$ cat src/rtl/out_burst_ctrl.sv
// out_burst_ctrl: splits one decompressed page into 4 KB AXI write bursts with tail masking and B tracking
module out_burst_ctrl #(
  parameter int ADDR_W = 64,
  parameter int MAX_OUTSTANDING = 4
) (
  input  logic              clk,
  input  logic              rst_n,
  input  logic              start,
  input  logic [ADDR_W-1:0] dest_addr,
  input  logic [31:0]       length,
  input  logic              s_valid,
  input  logic [511:0]      s_data,
  input  logic              s_last,
  output logic              s_ready,
  output logic [ADDR_W-1:0] awaddr,
  output logic [7:0]        awlen,
  output logic              awvalid,
  input  logic              awready,
  output logic [511:0]      wdata,
  output logic [63:0]       wstrb,
  output logic              wlast,
  output logic              wvalid,
  input  logic              wready,
  input  logic [1:0]        bresp,
  input  logic              bvalid,
  output logic              bready,
  output logic              busy,
  output logic              done,
  output logic              error
);
  typedef enum logic [1:0] {IDLE, RUN, DRAIN, FIN} state_t;
  state_t            state_q, state_d;
  logic [ADDR_W-1:0] base_q, base_d, awaddr_q, awaddr_d;
  logic [25:0]       beats_q, beats_d, w_acc_q, w_acc_d;
  logic [19:0]       bursts_q, bursts_d, aw_cnt_q, aw_cnt_d, wb_cnt_q, wb_cnt_d, b_cnt_q, b_cnt_d;
  logic [5:0]        last_len_q, last_len_d, beat_q, beat_d;
  logic [6:0]        tail_q, tail_d;
  logic [7:0]        awlen_q, awlen_d;
  logic              awvalid_q, awvalid_d, error_q, error_d;
  logic              w_en, w_hs, b_hs, aw_hs, final_beat;
  logic [25:0]       st_beats, st_last;
  logic [19:0]       st_bursts;
  logic [5:0]        cur_len;
  logic              unused_bits;
  assign st_beats    = length[31:6] + 26'(|length[5:0]);
  assign st_last     = st_beats - 26'd1;
  assign st_bursts   = st_beats[25:6] + 20'(|st_beats[5:0]);
  assign unused_bits = ^{dest_addr[11:0], st_last[25:6]};
  assign w_en        = state_q == RUN && wb_cnt_q < aw_cnt_q;
  assign s_ready     = wready && w_en;
  assign wvalid      = s_valid && w_en;
  assign wdata       = s_data;
  assign w_hs        = s_valid && s_ready;
  assign aw_hs       = awvalid_q && awready;
  assign bready      = state_q == RUN || state_q == DRAIN;
  assign b_hs        = bvalid && bready;
  assign cur_len     = wb_cnt_q == bursts_q - 20'd1 ? last_len_q : 6'd63;
  assign wlast       = w_en && beat_q == cur_len;
  assign final_beat  = w_acc_q == beats_q - 26'd1;
  assign wstrb       = !w_en ? 64'd0 : final_beat ? ({64{1'b1}} >> (7'd64 - tail_q)) : {64{1'b1}};
  assign awvalid     = awvalid_q;
  assign awaddr      = awaddr_q;
  assign awlen       = awlen_q;
  assign busy        = state_q != IDLE;
  assign done        = state_q == FIN;
  assign error       = error_q;
  // next state, counters and the registered AW request; a new AW may follow its predecessor's handshake directly
  always_comb begin
    state_d    = state_q;
    base_d     = base_q;
    beats_d    = beats_q;
    bursts_d   = bursts_q;
    last_len_d = last_len_q;
    tail_d     = tail_q;
    awaddr_d   = awaddr_q;
    awlen_d    = awlen_q;
    aw_cnt_d   = aw_cnt_q + 20'(aw_hs);
    wb_cnt_d   = wb_cnt_q + 20'(w_hs && wlast);
    b_cnt_d    = b_cnt_q + 20'(b_hs);
    w_acc_d    = w_acc_q + 26'(w_hs);
    beat_d     = w_hs ? (wlast ? 6'd0 : beat_q + 6'd1) : beat_q;
    awvalid_d  = awvalid_q && !awready;
    error_d    = error_q || (w_hs && s_last != wlast) || (b_hs && bresp != 2'b00);
    case (state_q)
      IDLE: if (start) begin
        state_d    = length == 32'd0 ? FIN : RUN;
        base_d     = {dest_addr[ADDR_W-1:12], 12'h0};
        beats_d    = st_beats;
        bursts_d   = st_bursts;
        last_len_d = st_last[5:0];
        tail_d     = length[5:0] == 6'd0 ? 7'd64 : {1'b0, length[5:0]};
        aw_cnt_d   = '0;
        wb_cnt_d   = '0;
        b_cnt_d    = '0;
        w_acc_d    = '0;
        beat_d     = '0;
        error_d    = 1'b0;
        awvalid_d  = length != 32'd0;
        awaddr_d   = {dest_addr[ADDR_W-1:12], 12'h0};
        awlen_d    = st_bursts == 20'd1 ? {2'b00, st_last[5:0]} : 8'd63;
      end
      RUN: begin
        if (w_hs && final_beat) state_d = DRAIN;
        if (!awvalid_d && aw_cnt_d < bursts_q && aw_cnt_d - b_cnt_d < 20'(MAX_OUTSTANDING)) begin
          awvalid_d = 1'b1;
          awaddr_d  = base_q + ADDR_W'({aw_cnt_d, 12'h0});
          awlen_d   = aw_cnt_d == bursts_q - 20'd1 ? {2'b00, last_len_q} : 8'd63;
        end
      end
      DRAIN: if (b_cnt_d == bursts_q) state_d = FIN;
      default: state_d = IDLE;
    endcase
  end
  // state register; reset clears everything on the next edge
  always_ff @(posedge clk) begin
    if (!rst_n) begin
      state_q    <= IDLE;
      base_q     <= '0;
      beats_q    <= '0;
      bursts_q   <= '0;
      last_len_q <= '0;
      tail_q     <= '0;
      awaddr_q   <= '0;
      awlen_q    <= '0;
      aw_cnt_q   <= '0;
      wb_cnt_q   <= '0;
      b_cnt_q    <= '0;
      w_acc_q    <= '0;
      beat_q     <= '0;
      awvalid_q  <= 1'b0;
      error_q    <= 1'b0;
    end else begin
      state_q    <= state_d;
      base_q     <= base_d;
      beats_q    <= beats_d;
      bursts_q   <= bursts_d;
      last_len_q <= last_len_d;
      tail_q     <= tail_d;
      awaddr_q   <= awaddr_d;
      awlen_q    <= awlen_d;
      aw_cnt_q   <= aw_cnt_d;
      wb_cnt_q   <= wb_cnt_d;
      b_cnt_q    <= b_cnt_d;
      w_acc_q    <= w_acc_d;
      beat_q     <= beat_d;
      awvalid_q  <= awvalid_d;
      error_q    <= error_d;
    end
  end
endmodule

$ cat config.mk
export PLATFORM = sky130hd
export DESIGN_NAME = out_burst_ctrl
export DESIGN_NICKNAME = d
export VERILOG_FILES = /design/src/rtl/out_burst_ctrl.sv
export SDC_FILE = /design/constraint.sdc
export NUM_CORES = 1
export LEC_CHECK = 0
export CAP_MARGIN = 10
export CORE_AREA = 2 2 501 503
export DETAILED_ROUTE_END_ITERATION = 10
export DIE_AREA = 0 0 503 505
export GPL_TIMING_DRIVEN = 0
export MAX_ROUTING_LAYER = met4
export PLACE_DENSITY = 0.38
export SYNTH_ARGS = -nofsm -noshare
export SYNTH_HDL_FRONTEND = slang
export SYNTH_SLANG_ARGS = --single-unit
$ cat constraint.sdc
create_clock -name clk -period 11.3 [get_ports clk]
set_input_delay 1.13 -clock clk [delete_from_list [all_inputs] [get_ports clk]]
set_output_delay 1.13 -clock clk [all_outputs]
set_load 0.005 [all_outputs]
== After elaboration in Yosys (flattened, before gate mapping) ==
Index checks and enable logic that the tools add are counted.

* Register bits after elaboration: 279
* Bits of input ports: 618
* Logic and storage cells: 111
* Output and inout port bits: 656

* Equal/unequal tests: 14
* Magnitude comparators: 3
* Add/sub/neg operators: 13
* Reductions and logical operators: 31
* Shift operators: 1
* Multiplexer cells: 34

{| class="wikitable"
|+ Operators with widths
! cell !! count
|-
| 64-bit 2-to-1 mux || 4
|-
| 64-bit case mux with 2 select lines || 1
|-
| 20-bit 2-to-1 mux || 6
|-
| 20-bit by 1-bit adder with 20-bit output || 4
|-
| 64-bit by 32-bit adder with 64-bit output || 1
|-
| 64-bit by 7-bit >> shifter with 64-bit output, first input constant || 1
|-
| 20-bit equality test || 3
|-
| 26-bit by 1-bit adder with 26-bit output || 2
|-
| 26-bit 2-to-1 mux || 2
|-
| 6-bit 2-to-1 mux || 7
|-
| 20-bit less-than comparator || 2
|-
| 32-bit logical NOT || 1
|-
| 32-bit nonzero test || 1
|-
| 26-bit equality test || 1
|-
| 26-bit by 1-bit subtractor with 26-bit output, second input constant || 1
|-
| 20-bit by 1-bit equality test with 1-bit output, second input constant || 1
|-
| 20-bit by 3-bit less-than comparator with 1-bit output, second input constant || 1
|-
| 20-bit by 1-bit subtractor with 20-bit output, second input constant || 1
|-
| 20-bit subtractor || 1
|-
| 8-bit 2-to-1 mux || 2
|-
| 8-bit case mux with 2 select lines || 1
|-
| 1-bit logical AND || 14
|-
| 6-bit OR reduction || 2
|-
| 2-bit 2-to-1 mux || 4
|-
| other kinds (20) || 32
|}

== Logic depth before layout (Yosys ltp) ==
* Depth after elaboration: 11
* Depth in mapped cells: 23
* Depth with buffers taken out: 22

== Least setup slack after synthesis ==
OpenSTA, ideal clock, no wires.

* Path type: in2reg
* Start: input awready
* End: register awaddr_q[56], in the netlist awaddr[56]
* Path buffers: 1
* Library setup time: 0.123 ns
* Arrival: 5.239 ns
* Setup slack: 5.938 ns
* Cell stages on the path: 19
* Required time: 11.177 ns
* Path through: and2_1 > ha_1 > nand3_2 > or4_1 > nor4_2 > xnor2_1 > clkinv_1 > ha_1 > nand2_1 > o21ai_0 > a211o_1 > nor3_1 > o31ai_1 > a2111oi_1 > nand4_1 > nor4_4 > a31oi_1 > buf_6 > mux2_1

* Longest elaborated chain between the ends: 7
* Elaborated cells between the ends (all ways): 15
* Those cells by class: add/sub (3); order compare (2); eq/ne (1); mux (2); reduce/logical (7)

{| class="wikitable"
|+ Ends and longest elaborated chain
! element !! line !! RTL
|-
| start, declared || 18 || <nowiki>input logic awready,</nowiki>
|-
| 1-bit logical AND or 1-bit logical NOT (tied branches) || 54, 82 ||
|-
| 20-bit by 1-bit adder with 20-bit output or 1-bit logical AND (tied branches) || 77, 82 ||
|-
| 20-bit subtractor, or another cell as far along || 104 || <nowiki>if (!awvalid_d && aw_cnt_d < bursts_q && aw_cnt_d - b_cnt_d < 20'(MAX_OUTSTANDING)) begin</nowiki>
|-
| 20-bit by 3-bit less-than comparator with 1-bit output or 1-bit logical AND (tied branches) || 104 ||
|-
| 1-bit logical AND || 104 ||
|-
| 2-bit by 1-bit != test with 1-bit output (no source line) || n/a ||
|-
| 3-bit AND reduction (no source line) || n/a ||
|-
| end signal, assigned || 139 || <nowiki>awaddr_q <= awaddr_d;</nowiki>
|-
| end, declared || 33 || <nowiki>logic [ADDR_W-1:0] base_q, base_d, awaddr_q, awaddr_d;</nowiki>
|}

Parallel ways exist; a longest one is shown, timed or not. The select of a mux whose other input is x is not followed.
A chain may end at the register's enable or synchronous reset.

== Final worst setup path ==
* Start: register beats_q[4]
* End: output wstrb[19]

* Longest elaborated chain between the ends: 4

{| class="wikitable"
|+ Ends and longest elaborated chain
! element !! line !! RTL
|-
| start, declared || 34 || <nowiki>logic [25:0] beats_q, beats_d, w_acc_q, w_acc_d;</nowiki>
|-
| start signal, assigned || 135 || <nowiki>beats_q <= beats_d;</nowiki>
|-
| 26-bit by 1-bit subtractor with 26-bit output || 59 || <nowiki>assign final_beat = w_acc_q == beats_q - 26'd1;</nowiki>
|-
| 26-bit equality test || 59 ||
|-
| 64-bit 2-to-1 mux (2 in series) || 60 || <nowiki>assign wstrb = !w_en ? 64'd0 : final_beat ? ({64{1'b1}} >> (7'd64 - tail_q)) : {64{1'b1}};</nowiki>
|-
| end, declared || 20 || <nowiki>output logic [63:0] wstrb,</nowiki>
|}

No other way between the ends.

==> metrics.txt <==
Most used DFF post-synth=dfxtp_1; Worst Skew=between 0.015 and 0.02 ns; fmax=131 MHz; clock root buffer master=clkbuf_16; crit path capture type=primary output; Core ar.=approximately 0.25 sq mm; CTS buffer count=35; CP startpoint kind=flop; initial antenna violation count=28; Simple-Gate Fraction of Synth Area=0.215; number of flops mapped to enable cells by yosys=0; Sink Count=~270; Slew Viols, Final=0; drt first pass iters=5; first-pass GRT wire length=~180000 um; Clock H-tree levels=2; gr usage total=0.0985; vias in the first global route=around 24000; CTS clk-pin slew, worst paths=roughly 0.06 ns; adder-cell share of the synthesized area=0.0506; Hold Path Class=reg -> reg; total power=4.93 mW; Data required, critical path=slightly above 10 ns; worst-path maximum fanout=10; # IOs=approximately 1300; Worst Setup Path Type=reg -> out; Mapped Cells=3071; Buf+Inv Stages, Crit Path=3; clock latency at the later pin of the worst-skew pair=about 0.57 ns; layout cell share with drive strength beyond 1=0.170; endpoints failing setup=0; DP HPWL=111000 um; antenna-violating nets left=0; hold_buf cts=0; crit path cell chain=or4_1, nor4_4, and2_1, clkbuf_1, nand3b_1, xnor2_1, or4_1, or4_1, a2111oi_4, a211o_1, clkbuf_1, o21ai_0, clkdlybuf4s50_1; Seq/Total Area, Yosys=0.226; complex-gate fraction of the synthesized area=0.147; relative max-transition margin=0.279; RSZ-0062 raised after global routing=no; via count=about 24000; Final nets=about 4600; fin crit period=roughly 7.6 ns; Final Hold Fails=0; largest stage delay on the critical path=0.83 ns; Resized cells post-CTS=0; Tcrit/Tclk final=0.676; Critical Path AT=roughly 6.5 ns; total gr overflow=0; largest family of logic cells by synthesized area=simple AND/OR/NAND/NOR gates; cell area after synthesis=0.0235 sq mm; die height=a little over 500 um; Synth async-reset ratio=0; Power Dens Cells=136 mW/mm^2; Warnings, synthesis=0; maximum vdd drop=between 0.00008 and 0.00009 V; library cells used by synthesis=between 100 and 150; most frequent cell after synthesis=buf_4; die width=a little over 500 um; largest net degree at the start of global routing=13; initial core utilization=0.0945; Synth Area in XOR/XNOR=0.115; largest area contributor in the netlist=dfxtp_1; die area=around 0.25 sq mm; gpl congestion=between 0.8 and 0.9; most instantiated cells after synthesis=buf_4, nand2_1, dfxtp_1, nor2_1, a21oi_1; IO buf count=~730; vias per inst=3.35; most used cell, CP=or4_1; CTS tree=done; FP Rows=about 180; actual slew at the worst max-slew pin=roughly 1.1 ns; maxcap violations=0; Crit-path slowest cell=clkdlybuf4s50_1; Area growth syn-to-layout=54.4%; wire length per cell=between 15 and 20 um; initial DRC count=between 1000 and 1500; dominant cells by area after synthesis=dfxtp_1, buf_4, xnor2_1; #FFs+latches synth=265; Finished Core Util=0.146; status=completed; static leakage=about 14 nW; setup TNS=0 ns; post-synthesis mux area share=0.0353; Post-CTS Setup Repair Bufs=0; Residual DRC=0; Syn Area/Cell=about 7.6 sq um; Post-Route WL=between 100000 and 150000 um; clk buf depth=3; CP delay by family, top=simple AND/OR/NAND/NOR gates; share of the synthesized area in the top cell type=0.226
final timing paths:
path / from / to / slack [ns] / cells after the start
min reg2reg: base_q[18] / base_q[18] / 0.46 / 2
max: beats_q[4] / wstrb[19] / 3.66 / 13
max reg2reg: awvalid / awaddr[12] / 4.80 / 21
min: base_q[18] / base_q[18] / 0.46 / 2
through the flow:
stage	cells	area, sq um	hold slack, ns	setup WS [ns]
6_report	7228	36200	0.460	3.66
5_1_grt	7224	36200	0.478	3.37
4_1_cts	7206	36200	0.464	3.54
3_5_place_dp	7145	35000	0.455	3.51
3_3_place_gp	7140	34900	0.449	2.86
2_1_floorplan	3084	23500	0.441	5.94
worst register-to-register path, stage by stage (launching register included):
cell	delay, ns
dfxtp_1	0.49
and2_1	0.26
ha_1	0.21
ha_1	0.33
nand3_1	0.19
nor4_1	0.64
and2_1	0.24
xnor2_1	0.34
inv_1	0.37
ha_1	0.41
a21oi_1	0.15
o21ai_0	0.17
a211o_1	0.32
nor3_1	0.14
o31ai_1	0.15
a2111oi_1	0.42
nand4_1	0.29
nor4_4	0.48
a31oi_1	0.16
buf_6	0.21
buf_6	0.22
mux2i_1	0.17
where the power goes:
part / internal (mW) / switching [mW]
registers: 1.10 / 0.164
logic: 1.09 / 1.40
clock network: 0.689 / 0.482
final cells by class:
cell class                      count  area (sq um)
Antenna cell                       22          55.1
Buffer                            660          4510
Clock buffer                       49          1040
Clock inverter                     12           120
Fill cell                       28500        212000
Inverter                          110           414
Multi-Input combinational cell   2049         13300
Sequential cell                   265          5310
Tap cell                         3330          4170
Timing Repair Buffer              731          7310
placed cells by master, fill, tap and decap left out, types with 99 or more instances in the layout:
cell,count
clkdlybuf4s50_1,726
buf_4,527
nand2_1,344
dfxtp_1,265
nor2_1,249
a21oi_1,179
xnor2_1,175
clkbuf_1,114
inv_1,106
xor2_1,99
state kept, by name (all words and copies together), names as in the netlist, 6 cells and up:
register,flops
wb_cnt_q,20
tail_q,7
w_acc_q,26
base_q,52
aw_cnt_q,20
beat_q,6
last_len_q,6
awlen,6
b_cnt_q,20
beats_q,26
awaddr,52
bursts_q,20
metal layers:
layer,part of all wire,global-route usage,wire length (um)
met1,0.39,0.107,50500
met2,0.52,0.181,66900
met3,0.060,0.0165,7790
met4,0.028,0.0292,3590
met5,0,-,0
cells by family (layout without fill, tap and decap cells):
| group | after synthesis | after routing |
|---|---|---|
| xor+xnor | 289 | 289 |
| other cells | 1 | 36 |
| compound gates | 535 | 535 |
| fa+ha+maj | 95 | 95 |
| buf+inv | 770 | 1562 |
| mux | 81 | 81 |
| flops | 265 | 265 |
| simple gates | 1035 | 1035 |
(Power assumes the default switching activity.)
